## config.mk

```make
export PLATFORM = sky130hd
export DESIGN_NAME = store_rmw_sequencer_flat
export DESIGN_NICKNAME = d
export VERILOG_FILES = /design/src/rtl/store_rmw_sequencer_if.sv /design/src/rtl/store_rmw_sequencer.sv /design/src/flat_wrapper.sv
export SDC_FILE = /design/constraint.sdc
export NUM_CORES = 1
export LEC_CHECK = 0
export CORE_AREA = 2 2 130 132
export DETAILED_ROUTE_END_ITERATION = 16
export DIE_AREA = 0 0 132 134
export GPL_TIMING_DRIVEN = 0
export PLACE_DENSITY = 0.77
export SETUP_SLACK_MARGIN = 0.3
export SLEW_MARGIN = 20
export SYNTH_ARGS = -nofsm -noshare
export SYNTH_HDL_FRONTEND = slang
export SYNTH_SLANG_ARGS = --single-unit
```

## constraint.sdc

```tcl
create_clock -name i_clk -period 2.6 [get_ports i_clk]
set_clock_uncertainty 0.1 [all_clocks]
set_input_delay 0.39 -clock i_clk [delete_from_list [all_inputs] [get_ports i_clk]]
set_output_delay 0.39 -clock i_clk [all_outputs]
set_load 0.05 [all_outputs]
```

## src/rtl/store_rmw_sequencer_if.sv

```systemverilog
// -----------------------------------------------------------------------------
// store_rmw_sequencer_if
//
// Bundles every signal of the store read-modify-write sequencer except the
// clock and reset. Signal names are given from the sequencer's point of view:
// i_* are driven into the sequencer and o_* are driven out of it.
//
// Groups:
//   request  : i_req_valid, o_req_ready, i_req_addr, i_req_funct3, i_req_data
//   memory   : o_mem_addr, o_mem_re, o_mem_we, o_mem_wdata, i_mem_rdata
//   merge    : o_su_funct3, o_su_lsu_addr, o_su_mem1, o_su_mem2, o_su_data,
//              i_su_data_1, i_su_data_2
//   status   : o_done, o_err
//
// Modports:
//   slave  : the sequencer itself
//   master : the surrounding logic (execute stage, memory, merge unit)
// -----------------------------------------------------------------------------
interface store_rmw_sequencer_if #(
    parameter int ADDR_W = 32
);
    logic              i_req_valid;
    logic              o_req_ready;
    logic [ADDR_W-1:0] i_req_addr;
    logic [2:0]        i_req_funct3;
    logic [31:0]       i_req_data;

    logic [ADDR_W-3:0] o_mem_addr;
    logic              o_mem_re;
    logic              o_mem_we;
    logic [31:0]       o_mem_wdata;
    logic [31:0]       i_mem_rdata;

    logic [2:0]        o_su_funct3;
    logic [1:0]        o_su_lsu_addr;
    logic [31:0]       o_su_mem1;
    logic [31:0]       o_su_mem2;
    logic [31:0]       o_su_data;
    logic [31:0]       i_su_data_1;
    logic [31:0]       i_su_data_2;

    logic              o_done;
    logic              o_err;

    modport slave (
        input  i_req_valid, i_req_addr, i_req_funct3, i_req_data,
        input  i_mem_rdata, i_su_data_1, i_su_data_2,
        output o_req_ready,
        output o_mem_addr, o_mem_re, o_mem_we, o_mem_wdata,
        output o_su_funct3, o_su_lsu_addr, o_su_mem1, o_su_mem2, o_su_data,
        output o_done, o_err
    );

    modport master (
        output i_req_valid, i_req_addr, i_req_funct3, i_req_data,
        output i_mem_rdata, i_su_data_1, i_su_data_2,
        input  o_req_ready,
        input  o_mem_addr, o_mem_re, o_mem_we, o_mem_wdata,
        input  o_su_funct3, o_su_lsu_addr, o_su_mem1, o_su_mem2, o_su_data,
        input  o_done, o_err
    );
endinterface

```

## src/rtl/store_rmw_sequencer.sv

```systemverilog
// -----------------------------------------------------------------------------
// store_rmw_sequencer
//
// Executes RV32I stores (SB/SH/SW) as read-modify-write on a single-port,
// word-addressed data memory. One request is accepted in IDLE; the one or two
// affected words are read, handed to the external combinational merge unit
// together with the latched store data, funct3 and byte offset, and the merged
// word(s) are written back. A store whose bytes cross a word boundary touches
// base and base+1 (wrapping at the top of the word space).
//
// Ports:
//   i_clk, i_rst  : clock, synchronous active-high reset
//   bus (slave)   : request handshake, memory port, merge-unit port and
//                   completion status (see store_rmw_sequencer_if)
//
// Optional feature (macro STORE_FULLWORD_BYPASS_EN):
//   When defined, an aligned SW skips both reads and writes the latched store
//   data straight to memory (IDLE -> WR1 -> DONE). When undefined, every legal
//   store uses the full read-modify-write sequence.
// -----------------------------------------------------------------------------
module store_rmw_sequencer #(
    parameter int ADDR_W = 32
) (
    input  logic                 i_clk,
    input  logic                 i_rst,
    store_rmw_sequencer_if.slave bus
);
    typedef enum logic [2:0] {
        S_IDLE = 3'd0,
        S_RD1  = 3'd1,
        S_RD2  = 3'd2,
        S_CAP2 = 3'd3,
        S_WR1  = 3'd4,
        S_WR2  = 3'd5,
        S_DONE = 3'd6
    } state_t;

    localparam logic [ADDR_W-3:0] WORD_ONE = {{(ADDR_W-3){1'b0}}, 1'b1};

    state_t            r_state;
    logic [ADDR_W-1:0] r_addr;
    logic [2:0]        r_funct3;
    logic [31:0]       r_data;
    logic [31:0]       r_mem1;
    logic [31:0]       r_mem2;
    logic              r_span;
    logic              r_err;
`ifdef STORE_FULLWORD_BYPASS_EN
    logic              r_bypass;
    logic              w_req_bypass;
`endif

    logic              w_accept;
    logic              w_legal;
    logic              w_req_span;
    logic [1:0]        w_req_off;
    logic [ADDR_W-3:0] w_base;
    logic [ADDR_W-3:0] w_base_p1;

    assign w_accept  = bus.i_req_valid && (r_state == S_IDLE);
    assign w_req_off = bus.i_req_addr[1:0];
    assign w_legal   = (bus.i_req_funct3 == 3'b000) ||
                       (bus.i_req_funct3 == 3'b001) ||
                       (bus.i_req_funct3 == 3'b010);

    // A halfword at offset 3 or any unaligned word spills into the next word.
    assign w_req_span = ((bus.i_req_funct3 == 3'b001) && (w_req_off == 2'd3)) ||
                        ((bus.i_req_funct3 == 3'b010) && (w_req_off != 2'd0));

`ifdef STORE_FULLWORD_BYPASS_EN
    assign w_req_bypass = (bus.i_req_funct3 == 3'b010) && (w_req_off == 2'd0);
`endif

    assign w_base    = r_addr[ADDR_W-1:2];
    // Natural modulo-2^(ADDR_W-2) wrap of the word address.
    assign w_base_p1 = w_base + WORD_ONE;

    always_ff @(posedge i_clk) begin
        if (i_rst) begin
            r_state  <= S_IDLE;
            r_addr   <= '0;
            r_funct3 <= '0;
            r_data   <= '0;
            r_mem1   <= '0;
            r_mem2   <= '0;
            r_span   <= 1'b0;
            r_err    <= 1'b0;
`ifdef STORE_FULLWORD_BYPASS_EN
            r_bypass <= 1'b0;
`endif
        end else begin
            case (r_state)
                S_IDLE: begin
                    if (w_accept) begin
                        r_addr   <= bus.i_req_addr;
                        r_funct3 <= bus.i_req_funct3;
                        r_data   <= bus.i_req_data;
                        r_span   <= w_req_span;
                        // mem2 stays zero for single-word stores; the merge
                        // unit passes it through untouched.
                        r_mem2   <= '0;
`ifdef STORE_FULLWORD_BYPASS_EN
                        r_bypass <= w_legal && w_req_bypass;
`endif
                        if (!w_legal) begin
                            r_err   <= 1'b1;
                            r_state <= S_DONE;
                        end
`ifdef STORE_FULLWORD_BYPASS_EN
                        else if (w_req_bypass) begin
                            r_state <= S_WR1;
                        end
`endif
                        else begin
                            r_state <= S_RD1;
                        end
                    end
                end
                S_RD1: begin
                    r_state <= S_RD2;
                end
                S_RD2: begin
                    r_mem1  <= bus.i_mem_rdata;
                    r_state <= r_span ? S_CAP2 : S_WR1;
                end
                S_CAP2: begin
                    r_mem2  <= bus.i_mem_rdata;
                    r_state <= S_WR1;
                end
                S_WR1: begin
                    r_state <= r_span ? S_WR2 : S_DONE;
                end
                S_WR2: begin
                    r_state <= S_DONE;
                end
                S_DONE: begin
                    r_err   <= 1'b0;
                    r_state <= S_IDLE;
                end
                default: begin
                    r_state <= S_IDLE;
                end
            endcase
        end
    end

    // Memory strobes are decoded from state and killed by reset so that a
    // reset cycle never touches memory, even mid-sequence.
    always_comb begin
        bus.o_req_ready = (r_state == S_IDLE);
        bus.o_mem_re    = !i_rst && ((r_state == S_RD1) ||
                                     ((r_state == S_RD2) && r_span));
        bus.o_mem_we    = !i_rst && ((r_state == S_WR1) || (r_state == S_WR2));
        bus.o_mem_addr  = (((r_state == S_RD2) && r_span) || (r_state == S_WR2))
                          ? w_base_p1 : w_base;

        bus.o_mem_wdata = bus.i_su_data_1;
        if (r_state == S_WR2) begin
            bus.o_mem_wdata = bus.i_su_data_2;
        end
`ifdef STORE_FULLWORD_BYPASS_EN
        else if (r_bypass) begin
            bus.o_mem_wdata = r_data;
        end
`endif

        bus.o_done        = (r_state == S_DONE);
        bus.o_err         = (r_state == S_DONE) && r_err;

        bus.o_su_funct3   = r_funct3;
        bus.o_su_lsu_addr = r_addr[1:0];
        bus.o_su_mem1     = r_mem1;
        bus.o_su_mem2     = r_mem2;
        bus.o_su_data     = r_data;
    end
endmodule
```

## src/flat_wrapper.sv

```systemverilog
// flat-port wrapper written by rule: the top's interface ports become plain ports
module store_rmw_sequencer_flat 
#(
    parameter int ADDR_W = 32
)
  (i_clk, i_rst, bus_i_req_valid, bus_i_req_addr, bus_i_req_funct3, bus_i_req_data, bus_i_mem_rdata, bus_i_su_data_1, bus_i_su_data_2, bus_o_req_ready, bus_o_mem_addr, bus_o_mem_re, bus_o_mem_we, bus_o_mem_wdata, bus_o_su_funct3, bus_o_su_lsu_addr, bus_o_su_mem1, bus_o_su_mem2, bus_o_su_data, bus_o_done, bus_o_err);
  store_rmw_sequencer_if #(.ADDR_W(ADDR_W)) bus_i ();
  input  logic i_clk;
  input  logic i_rst;
  input wire logic [$bits(bus_i.i_req_valid)-1:0] bus_i_req_valid;
  input wire logic [$bits(bus_i.i_req_addr)-1:0] bus_i_req_addr;
  input wire logic [$bits(bus_i.i_req_funct3)-1:0] bus_i_req_funct3;
  input wire logic [$bits(bus_i.i_req_data)-1:0] bus_i_req_data;
  input wire logic [$bits(bus_i.i_mem_rdata)-1:0] bus_i_mem_rdata;
  input wire logic [$bits(bus_i.i_su_data_1)-1:0] bus_i_su_data_1;
  input wire logic [$bits(bus_i.i_su_data_2)-1:0] bus_i_su_data_2;
  output wire logic [$bits(bus_i.o_req_ready)-1:0] bus_o_req_ready;
  output wire logic [$bits(bus_i.o_mem_addr)-1:0] bus_o_mem_addr;
  output wire logic [$bits(bus_i.o_mem_re)-1:0] bus_o_mem_re;
  output wire logic [$bits(bus_i.o_mem_we)-1:0] bus_o_mem_we;
  output wire logic [$bits(bus_i.o_mem_wdata)-1:0] bus_o_mem_wdata;
  output wire logic [$bits(bus_i.o_su_funct3)-1:0] bus_o_su_funct3;
  output wire logic [$bits(bus_i.o_su_lsu_addr)-1:0] bus_o_su_lsu_addr;
  output wire logic [$bits(bus_i.o_su_mem1)-1:0] bus_o_su_mem1;
  output wire logic [$bits(bus_i.o_su_mem2)-1:0] bus_o_su_mem2;
  output wire logic [$bits(bus_i.o_su_data)-1:0] bus_o_su_data;
  output wire logic [$bits(bus_i.o_done)-1:0] bus_o_done;
  output wire logic [$bits(bus_i.o_err)-1:0] bus_o_err;
  assign bus_i.i_req_valid = bus_i_req_valid;
  assign bus_i.i_req_addr = bus_i_req_addr;
  assign bus_i.i_req_funct3 = bus_i_req_funct3;
  assign bus_i.i_req_data = bus_i_req_data;
  assign bus_i.i_mem_rdata = bus_i_mem_rdata;
  assign bus_i.i_su_data_1 = bus_i_su_data_1;
  assign bus_i.i_su_data_2 = bus_i_su_data_2;
  assign bus_o_req_ready = bus_i.o_req_ready;
  assign bus_o_mem_addr = bus_i.o_mem_addr;
  assign bus_o_mem_re = bus_i.o_mem_re;
  assign bus_o_mem_we = bus_i.o_mem_we;
  assign bus_o_mem_wdata = bus_i.o_mem_wdata;
  assign bus_o_su_funct3 = bus_i.o_su_funct3;
  assign bus_o_su_lsu_addr = bus_i.o_su_lsu_addr;
  assign bus_o_su_mem1 = bus_i.o_su_mem1;
  assign bus_o_su_mem2 = bus_i.o_su_mem2;
  assign bus_o_su_data = bus_i.o_su_data;
  assign bus_o_done = bus_i.o_done;
  assign bus_o_err = bus_i.o_err;
  store_rmw_sequencer #(.ADDR_W(ADDR_W)) u_core (.i_clk(i_clk), .i_rst(i_rst), .bus(bus_i));
endmodule
```

==> summary.md <==
| Metric | Value |
|---|---|
| Met3 Wirelength | around 1.8 mm |
| CP max-delay cell | and4bb_4 |
| Period utilisation layout | 106% |
| ANT cells | 0 |
| TritonRoute pass-1 iters | 5 |
| Global route overflow | 0 |
| Final net count | about 1,300 |
| Largest net degree at the start of global routing | 17 |
| Worst reg2reg path depth | 8 |
| CP max stage delay | roughly 400 ps |
| Pre-CTS setup slack | -587 ps |
| Crit path top cell by count | buf_6 |
| Async SR Flop Fraction | 0% |
| Status | finished, violations left |
| Worst-Margin Slew | 627 ps |
| Synth-to-layout area growth | 93.0% |
| CP top delay family | simple AND/OR/NAND/NOR gates |
| Antenna-violating nets left | 0 |
| Unrepaired setup endpoints after global routing | yes |
| HP Start | u_core.bus.o_su_mem1[4]$_SDFFE_PP0N_ |
| Layout cell share with drive strength beyond 1 | between 20% and 30% |
| Clk slew on worst S/H paths | approximately 60 ps |
| Iteration-0 DRC Markers | approximately 430 |
| Top sig layer | met4 |
| Worst-Skew Late Latency | just over 400 ps |
| Clock sink total | roughly 140 |
| Die W | between 100 and 150 µm |
| Setup_tns | -2010 ps |
| DR vias | 6,877 |
| Vias in the first global route | ~6,600 |
| Failing checks | negative setup slack |
| Root buf cell | clkbuf_16 |
| Post-synthesis average cell area | between 7 and 8 µm² |
| Yosys reg bits | ~140 |
| DRT met1 WL | 10.2 mm |
| Setup crit start kind | flip-flop |
| Critical Path AT | 2260 ps |
| CP endpoint kind | output port |
| Synth top area share | around 46% |
| RePlAce Congestion | 0.887 |
| Top post-synthesis cells by count | nand2_1 (245), dfxtp_1 (136), a21oi_1 (135), clkbuf_1 (45), nand3_1 (35) |
| Clock H-tree levels | 4 |
| CP Cell Sequence | buf_6 -> and4bb_4 -> o2111a_2 -> buf_2 -> nand4_1 -> xnor2_2 -> buf_6 |
| CP Buf/Inv Count | 3 |
| Fin util | between 70% and 80% |
| Critical Path RT | about 2100 ps |
| WHS Path Cells | 2 |
| Post-synth EDFFs | 0 |
| Core Area | about 16,000 µm² |
| Pwr per Cell Area | around 630 nW/µm² |
| Largest area contributor in the netlist | dfxtp_1 |
| Setup ws final | -146 ps |
| Max Root-Sink Buffers | 2 |
| Fin. Hold Viols | 0 |
| Setup Crit Path Kind | flip-flop to output port |
| WL met2 | ~13 mm |
| Cell area after synthesis | about 5900 µm² |
| HPWL after DPL | 17.1 mm |
| Type of the tightest min-delay check | flip-flop to flip-flop |
| Ys flop type | dfxtp_1 |
| # IOs | 334 |
| CTS tree | built |
| Library cells used by synthesis | 42 |
| Inserted Clock Buffers | 17 |
| CP Depth | 7 |
| End of the worst register-to-register path | u_core.bus.o_su_mem2[15]$_SDFFE_PP0P_ |
| Post-layout min period | approximately 2700 ps |
| Synth warn | 0 |
| Leakage | between 4 and 5 nW |
| Maxcap violations | 0 |
| Rows | 47 |
| Max VDD drop | 0.501 mV |
| Relative slew margins | about three fifths |
| Critical path peak fanout | 5 |
| Register area share after synthesis | between 40% and 50% |
| Drt drc | 0 |
| Initial antenna violation count | 0 |
| Global-route wire length before repair | between 30 and 40 mm |
| Dominant cells by area after synthesis | dfxtp_1 (46%), nand2_1 (16%), a21oi_1 (11%) |
| Fmax | 364 MHz |
| Detailed Route WL | roughly 25 mm |
| Vias per cell | about 5 |
| Reg2reg start | u_core.r_state[0]$_SDFFE_PP0P_ |
| Global Route Usage Sum | between 20% and 30% |
| Total die area | around 18,000 µm² |
| Cell with the most instances after synthesis | nand2_1 |
| Hold EP | u_core.bus.o_su_mem1[4]$_SDFFE_PP0N_ |
| Total power | roughly 0.0072 W |
| Slew Limit Fails | 0 |
| Routed WL per cell | roughly 18 µm |
| Die Height | about 130 µm |
| Final setup viols | 30 |
| Port buffer count | 332 |
| Worst R2R Setup Slack | about 450 ps |
| Post-Syn Nets | 921 |
| Cell count after synthesis | about 750 |
| Initial Util | between 30 and 40% |
| Hold_ws | between 300 and 400 ps |
-- layout make-up --
| type | instances | area [µm²] |
|---|---|---|
| inverters | 5 | 18.8 |
| repair buffers | 375 | 3960 |
| plain buffers | 58 | 304 |
| well taps | 220 | 275 |
| clock buffers | 22 | 474 |
| multi-input cells | 555 | 3480 |
| clock inverters | 10 | 120 |
| flip-flops and latches | 136 | 2780 |
| fillers | 1239 | 4880 |
-- where the power goes --
| group | internal (W) | total (W) | switching [W] |
|---|---|---|---|
| Combinational | 0.000940 | 0.00241 | 0.00147 |
| Sequential | 0.00227 | 0.00242 | 0.000148 |
| Clock | 0.00149 | 0.00240 | 0.000913 |
| Total | 0.00470 | 0.00724 | 0.00253 |
-- flip-flops by register name, indices dropped and copies added, names as in the netlist --
name and flops:
u_core.bus.o_su_data 32, u_core.r_err 1, u_core.bus.o_su_mem2 32, u_core.bus.o_su_funct3 3, u_core.r_state 3, u_core.r_span 1
u_core.bus.o_su_mem1 32, u_core.r_addr 32
-- through the flow --
| step | instance area (µm²) | instances |
|---|---|---|
| after detailed placement | 9780 | 1306 |
| after CTS | 11200 | 1369 |
| after global routing | 11400 | 1381 |
| after global placement | 9780 | 1306 |
| after floorplan | 6180 | 754 |
| final | 11400 | 1381 |
-- cell usage in the layout, fill, tap and decap left out, drive strengths merged, types with 2 or more instances in the layout --
master | netlist | layout
clkdlybuf4s50 | 0 | 265
nand2 | 245 | 245
dfxtp | 136 | 136
a21oi | 135 | 135
buf | 13 | 119
clkbuf | 45 | 68
nand3 | 35 | 35
mux2 | 33 | 33
xnor2 | 18 | 18
nand4 | 13 | 13
xor2 | 12 | 12
nor3 | 12 | 12
nor2 | 11 | 11
and3 | 8 | 8
clkinv | 0 | 6
inv | 5 | 5
o211ai | 4 | 4
and2 | 3 | 3
clkdlybuf4s15 | 0 | 3
and4 | 2 | 2
nor3b | 2 | 2
or2 | 2 | 2
nor4 | 2 | 2
nor2b | 2 | 2
bufinv | 0 | 2
clkinvlp | 0 | 2
and3b | 2 | 2
o21ai | 2 | 2
-- worst register-to-register path: cells and delay by family, from the launching register on --
family | cells | cell delay [ps]
AO/OA/AOI/OAI | 1 | 180
AND/OR/NAND/NOR | 3 | 300
flip-flops | 1 | 320
buffers and inverters | 4 | 1170
-- routing by layer --
layer  global-route usage [%]  vias to the layer above
li1                         -                     3313
met1                     32.4                     3264
met2                     45.1                      258
met3                     6.95                       42
met4                     8.33                        0
met5                        0                        -
-- worst max-delay path by stage --
| stage | to | slack (ps) | start |
|---|---|---|---|
| 2_1_floorplan | bus_o_mem_addr[9] | 50 | u_core.r_state[0]$_SDFFE_PP0P_ |
| 3_3_place_gp | bus_o_mem_addr[29] | -590 | u_core.r_state[2]$_SDFFE_PP0P_ |
| 3_5_place_dp | bus_o_mem_addr[29] | -590 | u_core.r_state[2]$_SDFFE_PP0P_ |
| 4_1_cts | bus_o_mem_addr[29] | -120 | u_core.r_state[0]$_SDFFE_PP0P_ |
| 5_1_grt | bus_o_mem_addr[11] | -220 | u_core.r_state[0]$_SDFFE_PP0P_ |
| 6_report | bus_o_mem_addr[11] | -150 | u_core.r_state[0]$_SDFFE_PP0P_ |
-- repair_timing --
item / CTS / global route
setup endpoints to repair: 67 / 65
setup buffers: 28 / 11
hold endpoints to repair: 0 / 0
pin swaps: 15 / 17
hold buffers: 0 / 0
cloned: 3 / 1
resized for setup: 584 / 25
-- cells by family after synthesis --
logic type	Yosys count	share of synthesized area [%]
flip-flops	136	46.1
AO/OA/AOI/OAI	146	13.0
adder cells (fa/ha/maj)	1	0.212
buffers and inverters	63	4.34
multiplexers	34	6.46
XOR/XNOR	30	4.45
AND/OR/NAND/NOR	344	25.5
(Power assumes the default switching activity.)
